## src/rtl/mem_ctrl.sv

```systemverilog
// Byte-serial memory controller: arbitrates fetch and load/store requests
// onto a single byte-wide bus, assembling read bytes little-endian.
module mem_ctrl #(
  parameter int ADDR_W = 32
) (
  input  logic              clk_in,
  input  logic              rst_in,
  input  logic              rdy_in,
  input  logic              if_req,
  input  logic [ADDR_W-1:0] if_addr,
  input  logic              if_abort,
  output logic              if_done,
  output logic [31:0]       if_data,
  input  logic              ls_req,
  input  logic              ls_wr,
  input  logic [1:0]        ls_size,
  input  logic [ADDR_W-1:0] ls_addr,
  input  logic [31:0]       ls_wdata,
  output logic              ls_done,
  output logic [31:0]       ls_rdata,
  input  logic [7:0]        mem_din,
  output logic [7:0]        mem_dout,
  output logic [ADDR_W-1:0] mem_a,
  output logic              mem_wr
);

  typedef enum logic [1:0] {IDLE, READ, WRITE} state_e;

  state_e            state_q, state_d;
  logic              is_if_q, is_if_d;    // current op serves the fetch port
  logic [ADDR_W-1:0] base_q, base_d;
  logic [2:0]        n_q, n_d;            // byte count of current op
  logic [2:0]        iss_q, iss_d;        // next byte index to put on the bus
  logic [2:0]        cap_q, cap_d;        // next byte index to capture
  logic              a_vld_q, a_vld_d;    // mem_a carries a read address this cycle
  logic              d_vld_q, d_vld_d;    // mem_din carries the byte for last cycle's address
  logic [31:0]       buf_q, buf_d;
  logic [31:0]       wdata_q, wdata_d;
  logic [ADDR_W-1:0] mem_a_q, mem_a_d;
  logic              mem_wr_q, mem_wr_d;
  logic [7:0]        mem_dout_q, mem_dout_d;
  logic              if_done_q, if_done_d;
  logic              ls_done_q, ls_done_d;
  logic [31:0]       if_data_q, if_data_d;
  logic [31:0]       ls_rdata_q, ls_rdata_d;
  logic [31:0]       cap_word;

  function automatic logic [2:0] nbytes(input logic [1:0] s);
    case (s)
      2'd0:    return 3'd1;
      2'd1:    return 3'd2;
      default: return 3'd4;
    endcase
  endfunction

  // Assembly buffer with the byte currently on mem_din merged in at cap_q.
  always_comb begin
    cap_word = buf_q;
    cap_word[{cap_q[1:0], 3'b000} +: 8] = mem_din;
  end

  // Next-state and registered-output logic for the bus sequencer.
  always_comb begin
    state_d    = state_q;
    is_if_d    = is_if_q;
    base_d     = base_q;
    n_d        = n_q;
    iss_d      = iss_q;
    cap_d      = cap_q;
    a_vld_d    = a_vld_q;
    d_vld_d    = d_vld_q;
    buf_d      = buf_q;
    wdata_d    = wdata_q;
    mem_a_d    = mem_a_q;
    mem_wr_d   = 1'b0;
    mem_dout_d = mem_dout_q;
    if_done_d  = 1'b0;
    ls_done_d  = 1'b0;
    if_data_d  = if_data_q;
    ls_rdata_d = ls_rdata_q;
    case (state_q)
      IDLE: begin
        mem_a_d    = '0;
        mem_dout_d = '0;
        a_vld_d    = 1'b0;
        d_vld_d    = 1'b0;
        // No grant in a done cycle, so a queued fetch starts one cycle after ls_done.
        if (rdy_in && !if_done_q && !ls_done_q) begin
          if (ls_req) begin
            is_if_d = 1'b0;
            base_d  = ls_addr;
            n_d     = nbytes(ls_size);
            wdata_d = ls_wdata;
            iss_d   = 3'd1;
            cap_d   = 3'd0;
            buf_d   = '0;
            mem_a_d = ls_addr;
            if (ls_wr) begin
              state_d    = WRITE;
              mem_wr_d   = 1'b1;
              mem_dout_d = ls_wdata[7:0];
            end else begin
              state_d = READ;
              a_vld_d = 1'b1;
            end
          end else if (if_req && !if_abort) begin
            state_d = READ;
            is_if_d = 1'b1;
            base_d  = if_addr;
            n_d     = 3'd4;
            iss_d   = 3'd1;
            cap_d   = 3'd0;
            buf_d   = '0;
            mem_a_d = if_addr;
            a_vld_d = 1'b1;
          end
        end
      end
      READ: begin
        if (is_if_q && if_abort) begin
          state_d = IDLE;
          mem_a_d = '0;
          a_vld_d = 1'b0;
          d_vld_d = 1'b0;
        end else if (!rdy_in) begin
          // Drop the in-flight byte and park the bus on the first uncaptured
          // address; the resume cycle then counts as its issue cycle.
          d_vld_d = 1'b0;
          a_vld_d = 1'b1;
          mem_a_d = base_q + ADDR_W'(cap_q);
          iss_d   = cap_q + 3'd1;
        end else begin
          d_vld_d = a_vld_q;
          if (d_vld_q) begin
            buf_d = cap_word;
            cap_d = cap_q + 3'd1;
          end
          if (d_vld_q && (cap_q + 3'd1 == n_q)) begin
            state_d = IDLE;
            mem_a_d = '0;
            a_vld_d = 1'b0;
            d_vld_d = 1'b0;
            if (is_if_q) begin
              if_data_d = cap_word;
              if_done_d = 1'b1;
            end else begin
              ls_rdata_d = cap_word;
              ls_done_d  = 1'b1;
            end
          end else if (iss_q < n_q) begin
            mem_a_d = base_q + ADDR_W'(iss_q);
            iss_d   = iss_q + 3'd1;
            a_vld_d = 1'b1;
          end else begin
            a_vld_d = 1'b0;
          end
        end
      end
      WRITE: begin
        if (!rdy_in) begin
          mem_wr_d = 1'b0;
        end else if (!mem_wr_q) begin
          // The strobe was suppressed by a pause: repeat the same byte.
          mem_wr_d = 1'b1;
        end else if (iss_q < n_q) begin
          mem_wr_d   = 1'b1;
          mem_a_d    = base_q + ADDR_W'(iss_q);
          mem_dout_d = wdata_q[{iss_q[1:0], 3'b000} +: 8];
          iss_d      = iss_q + 3'd1;
        end else begin
          state_d    = IDLE;
          mem_a_d    = '0;
          mem_dout_d = '0;
          ls_done_d  = 1'b1;
        end
      end
      default: state_d = IDLE;
    endcase
  end

  // State and output registers with synchronous reset.
  always_ff @(posedge clk_in) begin
    if (rst_in) begin
      state_q    <= IDLE;
      is_if_q    <= 1'b0;
      base_q     <= '0;
      n_q        <= '0;
      iss_q      <= '0;
      cap_q      <= '0;
      a_vld_q    <= 1'b0;
      d_vld_q    <= 1'b0;
      buf_q      <= '0;
      wdata_q    <= '0;
      mem_a_q    <= '0;
      mem_wr_q   <= 1'b0;
      mem_dout_q <= '0;
      if_done_q  <= 1'b0;
      ls_done_q  <= 1'b0;
      if_data_q  <= '0;
      ls_rdata_q <= '0;
    end else begin
      state_q    <= state_d;
      is_if_q    <= is_if_d;
      base_q     <= base_d;
      n_q        <= n_d;
      iss_q      <= iss_d;
      cap_q      <= cap_d;
      a_vld_q    <= a_vld_d;
      d_vld_q    <= d_vld_d;
      buf_q      <= buf_d;
      wdata_q    <= wdata_d;
      mem_a_q    <= mem_a_d;
      mem_wr_q   <= mem_wr_d;
      mem_dout_q <= mem_dout_d;
      if_done_q  <= if_done_d;
      ls_done_q  <= ls_done_d;
      if_data_q  <= if_data_d;
      ls_rdata_q <= ls_rdata_d;
    end
  end

  assign mem_a    = mem_a_q;
  assign mem_wr   = mem_wr_q;
  assign mem_dout = mem_dout_q;
  assign if_done  = if_done_q;
  assign if_data  = if_data_q;
  assign ls_done  = ls_done_q;
  assign ls_rdata = ls_rdata_q;

endmodule

```

## config.mk

```make
export PLATFORM = sky130hd
export DESIGN_NAME = mem_ctrl
export DESIGN_NICKNAME = d
export VERILOG_FILES = /design/src/rtl/mem_ctrl.sv
export SDC_FILE = /design/constraint.sdc
export NUM_CORES = 1
export LEC_CHECK = 0
export ABC_AREA = 0
export CORE_MARGIN = 5
export CORE_UTILIZATION = 45
export DETAILED_ROUTE_END_ITERATION = 8
export HOLD_SLACK_MARGIN = 0.02
export PLACE_DENSITY = 0.79
export SKIP_LAST_GASP = 1
export SLEW_MARGIN = 10
export SYNTH_ARGS = -nofsm -noshare
export SYNTH_HDL_FRONTEND = slang
export SYNTH_SLANG_ARGS = --single-unit
export TNS_END_PERCENT = 100
```

## constraint.sdc

```tcl
create_clock -name clk_in -period 2.9 [get_ports clk_in]
set_clock_uncertainty 0.1 [all_clocks]
set_input_delay 0.29 -clock clk_in [delete_from_list [all_inputs] [get_ports clk_in]]
set_output_delay 0.29 -clock clk_in [all_outputs]
set_load 0.02 [all_outputs]
```

# ---- Yosys cells after proc, flatten, opt, wreduce, memory -nomap -nowiden
# Index checks and enable logic that the tools add are counted.
dict set report totals {
  regBits 217
  latch_bits 0
  mem_bits_rw 0
  mem_bits_ro 0
  out_inout_bits 107
  mem_count 0
}
dict set report op_classes {
  add_sub_neg 5
  mul 0
  div 0
  magnitude_cmp 1
  eq_ne 16
  shift 3
  muxes 89
  bitwise_logic 5
  reduce_logical 24
}
# operator n
set ops {}
lappend ops {{2-to-1 mux 32 bit} 18}
lappend ops {{case mux 32 bit (3 select lines)} 1}
lappend ops {{adder 32 x 3 -> 32 bit} 2}
lappend ops {{case mux 32 bit (2 select lines)} 1}
lappend ops {{2-to-1 mux 3 bit} 17}
lappend ops {{2-to-1 mux 8 bit} 6}
lappend ops {{bitwise mux 32 bit} 1}
lappend ops {{variable shift 8 x 7 -> 32 bit (first input constant)} 1}
lappend ops {{variable part select 32 x 6 -> 8 bit} 1}
lappend ops {{variable part select 8 x 7 -> 32 bit} 1}
lappend ops {{2-to-1 mux 1 bit} 26}
lappend ops {{2-to-1 mux 2 bit} 10}
lappend ops {{case mux 8 bit (2 select lines)} 1}
lappend ops {{inequality test 2 bit (second input constant)} 7}
lappend ops {{AND reduction 7 bit} 2}
lappend ops {{inequality test 3 bit (second input constant)} 4}
lappend ops {{case mux 3 bit (2 select lines)} 2}
lappend ops {{AND reduction 5 bit} 2}
lappend ops {{case mux 3 bit (3 select lines)} 1}
lappend ops {{AND reduction 3 bit} 3}
lappend ops {{case mux 1 bit (2 select lines)} 4}
lappend ops {{negation 5 -> 7 bit} 1}
lappend ops {{adder 3 x 1 -> 3 bit (second input constant)} 2}
lappend ops {{case mux 2 bit (3 select lines)} 1}
lappend ops {{other kinds (14)} 28}

# ---- Depth between registers and ports, before layout
# Gate-level depths: netlist of the first run.
dict set report depth {
  ltp_word 7
  depth_mapped 12
  depth_no_buf 8
}

# ---- Worst setup path before layout of the first run
# OpenSTA, ideal clock, no wires.
dict set report synth_path {
  path_kind {register to register}
  start {reg cap_q[0]}
  end {reg mem_a_q[12], in the netlist mem_a[12]}
  t_arrival_ns 2.394
  t_required_ns 2.664
  setup_slack_ns 0.270
  path_stages_with_launch 11
  synth_period_minus_slack_ns 2.630
  cell_sequence {dfxtp_1 -> buf_2 -> inv_1 -> ha_1 -> buf_2 -> xnor2_1 -> nand4_1 -> a311oi_2 -> buf_2 -> mux2i_1 -> o32ai_1}
}
dict set report synth_via {
  elab_chain_len 7
  word_cells_on_any_way 10
}
# item line
set synth_rtl {}
lappend synth_rtl {{start, declared} 34} ;# logic [2:0] cap_q, cap_d;
lappend synth_rtl {{start signal, assigned} 207} ;# cap_q <= cap_d;
lappend synth_rtl {{parallel branches: the longest is 7 deep, another holds adder 32 x 3 -> 32 bit} n/a}
lappend synth_rtl {{end signal, assigned} 212} ;# mem_a_q <= mem_a_d;
lappend synth_rtl {{end, declared} 39} ;# logic [ADDR_W-1:0] mem_a_q, mem_a_d;
# Parallel ways; which one is timed is not known.
# A chain may end at the register's enable or synchronous reset.

# ---- Worst setup path after layout of the first run
dict set report layout_path {
  start {reg cap_q[0]}
  end {reg mem_a_q[6], in the netlist mem_a[6]}
}
# The elaborated chain is that of the path after synthesis.

==> results.py, run 1 <==
metrics = {
    "placement": {
        "placedCellCount": 1859,
        "portBuffers": 219,
        "gp_congestion": 0.938,
        "hpwl_um": 26000,
        "pre_cts_ws_ps": -139,
    },
    "synth": {
        "seq_area_frac_synth": 0.387,
        "synthCells": 1367,
        "avgSynthCellArea_sq_um": 8.21,
        "synth_area_sq_um": 11200,
        "ys_ff_latch": 217,
        "async_flop_share": 0,
        "ys_top_cells_by_count": "217 x dfxtp_1, 213 x nor2_1, 124 x a21oi_1",
        "yosys-top-cells-area": "dfxtp_1 39%, a211oi_1 7.7%, nor2_1 7.1%",
        "yosysTopAreaCell": "dfxtp_1",
        "synth_edf_count": 0,
        "synthFlopType": "dfxtp_1",
        "ys_warn_count": 0,
        "ys_types": 81,
        "synth_top_area_share": 0.387,
        "yosysMostFrequentCell": "dfxtp_1",
        "syn-num-nets": 1500,
    },
    "clock_tree": {
        "cts_buffers": 25,
        "clock_latency_ps": 540,
        "cts_root_buf": "clkbuf_16",
        "cts_max_path_buffers": 3,
        "cts_tree": "built",
        "path_clk_slew_ps": 60,
        "cts_max_level": 1,
        "cts.sinks": 217,
    },
    "sta": {
        "finalCritPeriodShare": 0.937,
        "drv_slew": 0,
        "relSlewSlack": 0.345,
        "hold_violations": 0,
        "rsz0062_at_grt": "false",
        "min_period_ps": 2720,
        "fin_ws_ps": 181,
        "setup_viol": 0,
        "tightestPinTransition_ps": 974,
        "max_freq_mhz": 368,
    },
    "pwr": {
        "vdd_drop_max_mv": 0.391,
        "swShare": 0.302,
        "power_density_nw_per_um2": 596,
        "total_power_uw": 8880,
        "internal_power_uw": 6200,
        "p_seq_frac": 0.382,
        "p_clk_frac": 0.388,
        "p_sw_uw": 2680,
        "p_leak_uw": 0.00521,
        "combPwrFrac": 0.230,
    },
    "drt": {
        "avgRoutedWirePerCell_um": 19.2,
        "drt_iter0_markers": 1023,
        "drt_pass1_iterations": 5,
        "drcViolationCount": 0,
        "num_vias": 11174,
        "antenna_left": 0,
        "via_per_inst": 5.86,
        "drt_wl_total_um": 36600,
    },
    "final_layout": {
        "fin_nets": 1696,
        "finish.utilization": 0.609,
        "num_antenna_cells": 0,
        "area_growth_pct": 32.7,
        "instances_no_fill": 1906,
        "drive_gt1_frac": 0.0917,
    },
    "floorplan": {
        "die_area_sq_um": 28200,
        "die_x_um": 168,
        "die_h_um": 168,
        "start_util": 0.459,
        "io_pins": 220,
        "rows": 57,
        "coreArea_sq_um": 24500,
    },
    "worst_hold_path": {
        "hold_path.class": "in2reg",
    },
    "setup_path": {
        "cp_cell_sequence": "buf_4, ha_1, fa_1, a21oi_1, nand2b_1, o22ai_2, o211ai_1, a311oi_1",
        "start_kind": "register",
        "cp_slowest_cell": "fa_1",
        "arrival_ps": 2990,
        "r2r_slack_ps": 180,
        "slowest_delay_ps": 410,
        "crit_type": "reg2reg",
        "crit_fanout": 10,
        "endpoint_kind": "register",
        "cp.required_ps": 3170,
    },
    "global_route": {
        "grt_pass1_vias": 10787,
        "grt_overflow": 0,
        "grt_pass1_wl_um": 58700,
        "track_usage": 0.248,
        "grt_max_degree": 133,
        "antenna_found_initial": 1,
    },
    "outcome": {
        "status": "finished clean",
    },
    "run": {
        "drv_cap": 0,
    },
}
per-stage QoR:
step / area [sq um] / hold WS (ps) / TNS [ps]
after global routing: 14900 / 148 / 0
after global placement: 14000 / 339 / -81.8
after detailed placement: 14000 / 347 / -139
after CTS: 14900 / 129 / 0
final: 14900 / 114 / 0
after floorplan: 11200 / 326 / 0
flip-flops by register name, summed over array words and instances (netlist names), 2 cells and up:
register  cells
mem_dout      8
base_q       32
if_data      32
n_q           3
buf_q        32
cap_q         3
ls_rdata     32
mem_a        32
state_q       2
wdata_q      32
iss_q         3
path summary, 6_finish.rpt:
check | startpoint | to | depth (start not counted)
hold / removal | rst_in | buf_q[5] | 2
setup / recovery | cap_q[0] | mem_a[6] | 8
hold reg to reg | wdata_q[25] | wdata_q[25] | 2
setup reg to reg | cap_q[0] | mem_a[6] | 8
metal layers:
layer	part of all wire	vias to the layer above	global-route usage
met2	0.46	450	0.407
met3	0.073	64	0.0422
met1	0.44	5278	0.343
met5	0	-	0
li1	-	5382	-
met4	0.022	0	0.0572
worst max-delay path, delay by kind of cell (launching register included):
family          cells  cell delay (ps)
compound gates      4              940
fa+ha+maj           2              630
simple gates        1              400
flops               1              310
buf+inv             1              170
power groups by stage:
stage                     combinational [uW]  clock, uW  sequential, uW
after CTS                               2030       3490            3390
after global routing                    2210       3630            3420
after floorplan                         1090          0            3510
after global placement                  1980          0            3450
after detailed placement                2020          0            3450
final                                   2040       3440            3390
area by class of cell:
| cell class | instances | area [sq um] |
|---|---|---|
| multi-input cells | 1024 | 6410 |
| repair buffers | 285 | 2780 |
| inverters | 10 | 37.5 |
| well taps | 324 | 405 |
| clock inverters | 13 | 214 |
| clock buffers | 33 | 696 |
| fillers | 2139 | 9570 |
| flip-flops and latches | 217 | 4340 |
logic make-up after synthesis:
group,count (synthesis),synth area share
mux,45,0.0490
buf+inv,126,0.0464
flops,217,0.387
fa+ha+maj,20,0.0236
simple gates,520,0.220
compound gates,420,0.257
xor+xnor,19,0.0174
what timing repair did:
action,CTS,global route
resized for setup,1,3
hold buffers,0,0
setup endpoints to repair,1,2
buffers inserted,0,1
cell usage in the layout, fill, tap and decap left out, types with 6 or more instances in the layout:
master	synthesis	layout
buf_4	1	58
nor3_1	23	23
a311oi_1	20	20
xnor2_1	9	9
xor2_1	8	8
nand4_1	13	13
buf_12	0	8
and3_1	8	8
ha_1	18	17
nor2_1	213	211
mux2i_1	37	37
o21ai_0	34	34
dfxtp_1	217	217
a211oi_1	115	115
o221ai_1	7	7
a31oi_1	12	12
or3_1	8	8
nand3_1	32	32
a22oi_1	40	40
inv_1	10	10
o211ai_1	11	11
nor2b_1	70	69
clkdlybuf4s50_1	0	217
nand2b_1	7	7
mux4_2	8	8
nor4_1	6	6
a22o_1	7	7
nand2_1	106	106
a21oi_1	124	122
clkbuf_16	0	25
(Power assumes the default switching activity.)
==> run 2: changes to the inputs <==
--- a/config.mk
+++ b/config.mk
@@ -6,7 +6,7 @@
 export NUM_CORES = 1
 export LEC_CHECK = 0
 export ABC_AREA = 0
-export CORE_MARGIN = 5
+export CORE_MARGIN = 3
 export CORE_UTILIZATION = 45
 export DETAILED_ROUTE_END_ITERATION = 8
 export HOLD_SLACK_MARGIN = 0.02
==> results.py, run 2 (synthesis results as in run 1) <==
metrics = {
    "clock_tree": {
        "cts_root_buf": "clkbuf_16",
        "cts_tree": "built",
        "clock_latency_ps": 530,
        "path_clk_slew_ps": 60,
        "cts_max_path_buffers": 3,
        "cts.sinks": 217,
        "cts_max_level": 1,
        "cts_buffers": 24,
        "postCtsHoldBufs": 0,
    },
    "sta": {
        "max_freq_mhz": 368,
        "min_period_ps": 2710,
        "drv_slew": 0,
        "tightestPinTransition_ps": 1050,
        "fin_ws_ps": 185,
        "rsz0062_at_grt": "false",
        "relSlewSlack": 0.298,
        "hold_violations": 0,
        "finalCritPeriodShare": 0.936,
        "setup_viol": 0,
        "tns_ps": 0,
    },
    "setup_path": {
        "crit_type": "reg2reg",
        "endpoint": "mem_a[14]",
        "worst-r2r-cell-count": 10,
        "r2r_slack_ps": 190,
        "arrival_ps": 3040,
        "start_kind": "register",
        "endpoint_kind": "register",
        "crit_fanout": 8,
        "rr_startpoint": "n_q[2]",
        "r2r_end": "mem_a[14]",
        "cp.required_ps": 3220,
        "startpoint": "n_q[2]",
    },
    "final_layout": {
        "area_growth_pct": 31.9,
        "final_common_cell": "clkdlybuf4s50_1",
        "fillers": 2171,
        "fin_area_sq_um": 14800,
        "fin_nets": 1700,
        "final_cell_mix": "217 x clkdlybuf4s50_1, 215 x dfxtp_1, 211 x nor2_1",
        "drive_gt1_frac": 0.0934,
    },
    "floorplan": {
        "die_x_um": 164,
        "die_h_um": 164,
        "coreArea_sq_um": 24400,
        "die_area_sq_um": 26900,
        "io_pins": 220,
        "rows": 57,
        "start_util": 0.460,
    },
    "global_route": {
        "track_usage": 0.263,
        "grt_overflow": 0,
        "grt_pass1_vias": 10849,
        "grt_max_degree": 124,
        "antenna_found_initial": 1,
        "grt_pass1_wl_um": 57300,
    },
    "run": {
        "drv_cap": 0,
    },
    "drt": {
        "drt_wl_total_um": 36800,
        "drcViolationCount": 0,
        "antenna_left": 0,
        "avgRoutedWirePerCell_um": 19.3,
        "num_vias": 11339,
        "via_per_inst": 5.94,
        "drt_iter0_markers": 1095,
        "drt_pass1_iterations": 5,
    },
    "pwr": {
        "p_leak_uw": 0.00519,
        "vdd_drop_max_mv": 0.407,
        "power_density_nw_per_um2": 570,
        "total_power_uw": 8440,
    },
    "placement": {
        "pre_cts_ws_ps": 98.6,
        "placed_cell_area_sq_um": 14000,
        "gp_congestion": 0.946,
        "portBuffers": 219,
        "hpwl_um": 26000,
    },
    "worst_hold_path": {
        "min_path_cells": 2,
        "hold_path.class": "in2reg",
    },
    "outcome": {
        "status": "finished clean",
    },
}
==> run 2: cell types whose count changed in the layout (fill, tap and decap cells not counted), sizes merged <==
cell / delta
clkbuf: +1
bufinv: -4
buf: +4
clkinv: +2
inv: -1
diode: +1
==> run 2: timing repair <==
item                       4_1_cts  5_1_grt
setup buffers                    0        3
cloned                           0        1
setup endpoints to repair        1       29
pin swaps                        0        2
gates resized for setup          1        4
==> run 2: layer usage <==
metal | part of all wire | track usage
met4 | 0.030 | 0.0811
met5 | 0 | 0
met2 | 0.47 | 0.432
met3 | 0.080 | 0.0509
met1 | 0.42 | 0.352
==> run 2: worst max-delay path: stages (launching register included) <==
cell,delay (ps)
dfxtp_1,370
inv_1,90
ha_1,310
a21oi_1,260
o211a_1,380
a21oi_2,90
buf_4,190
o22ai_2,260
buf_4,210
nand4b_1,100
a311oi_1,250
==> run 2: worst min-delay path by stage <==
| stage | start | endpoint | slack (ps) |
|---|---|---|---|
| 2_1_floorplan | ls_wdata[0] | wdata_q[0] | 330 |
| 3_3_place_gp | wdata_q[4] | wdata_q[4] | 340 |
| 3_5_place_dp | wdata_q[12] | wdata_q[12] | 350 |
| 4_1_cts | rst_in | buf_q[6] | 90 |
| 5_1_grt | rst_in | buf_q[3] | 110 |
| 6_report | rst_in | buf_q[5] | 90 |
==> run 2: report_power, final <==
| part | internal [uW] | switching (uW) |
|---|---|---|
| registers | 3200 | 206 |
| logic | 846 | 1170 |
| clock network | 1760 | 1260 |
==> run 2: cell type report <==
class	instances	area, sq um	share of cell area
diodes	1	2.50	0.000169
clock buffers	33	694	0.0469
clock inverters	10	91.3	0.00617
inverters	10	37.5	0.00254
multi-input cells	1024	6410	0.433
flip-flops and latches	217	4350	0.294
well taps	324	405	0.0274
repair buffers	290	2810	0.190
==> run 2: metrics by stage <==
step / hold WS (ps) / cells / utilization
final: 87.6 / 1909 / 0.607
after global routing: 108 / 1909 / 0.607
after CTS: 85.5 / 1904 / 0.605
after detailed placement: 348 / 1861 / 0.572
after global placement: 339 / 1861 / 0.572
after floorplan: 326 / 1367 / -
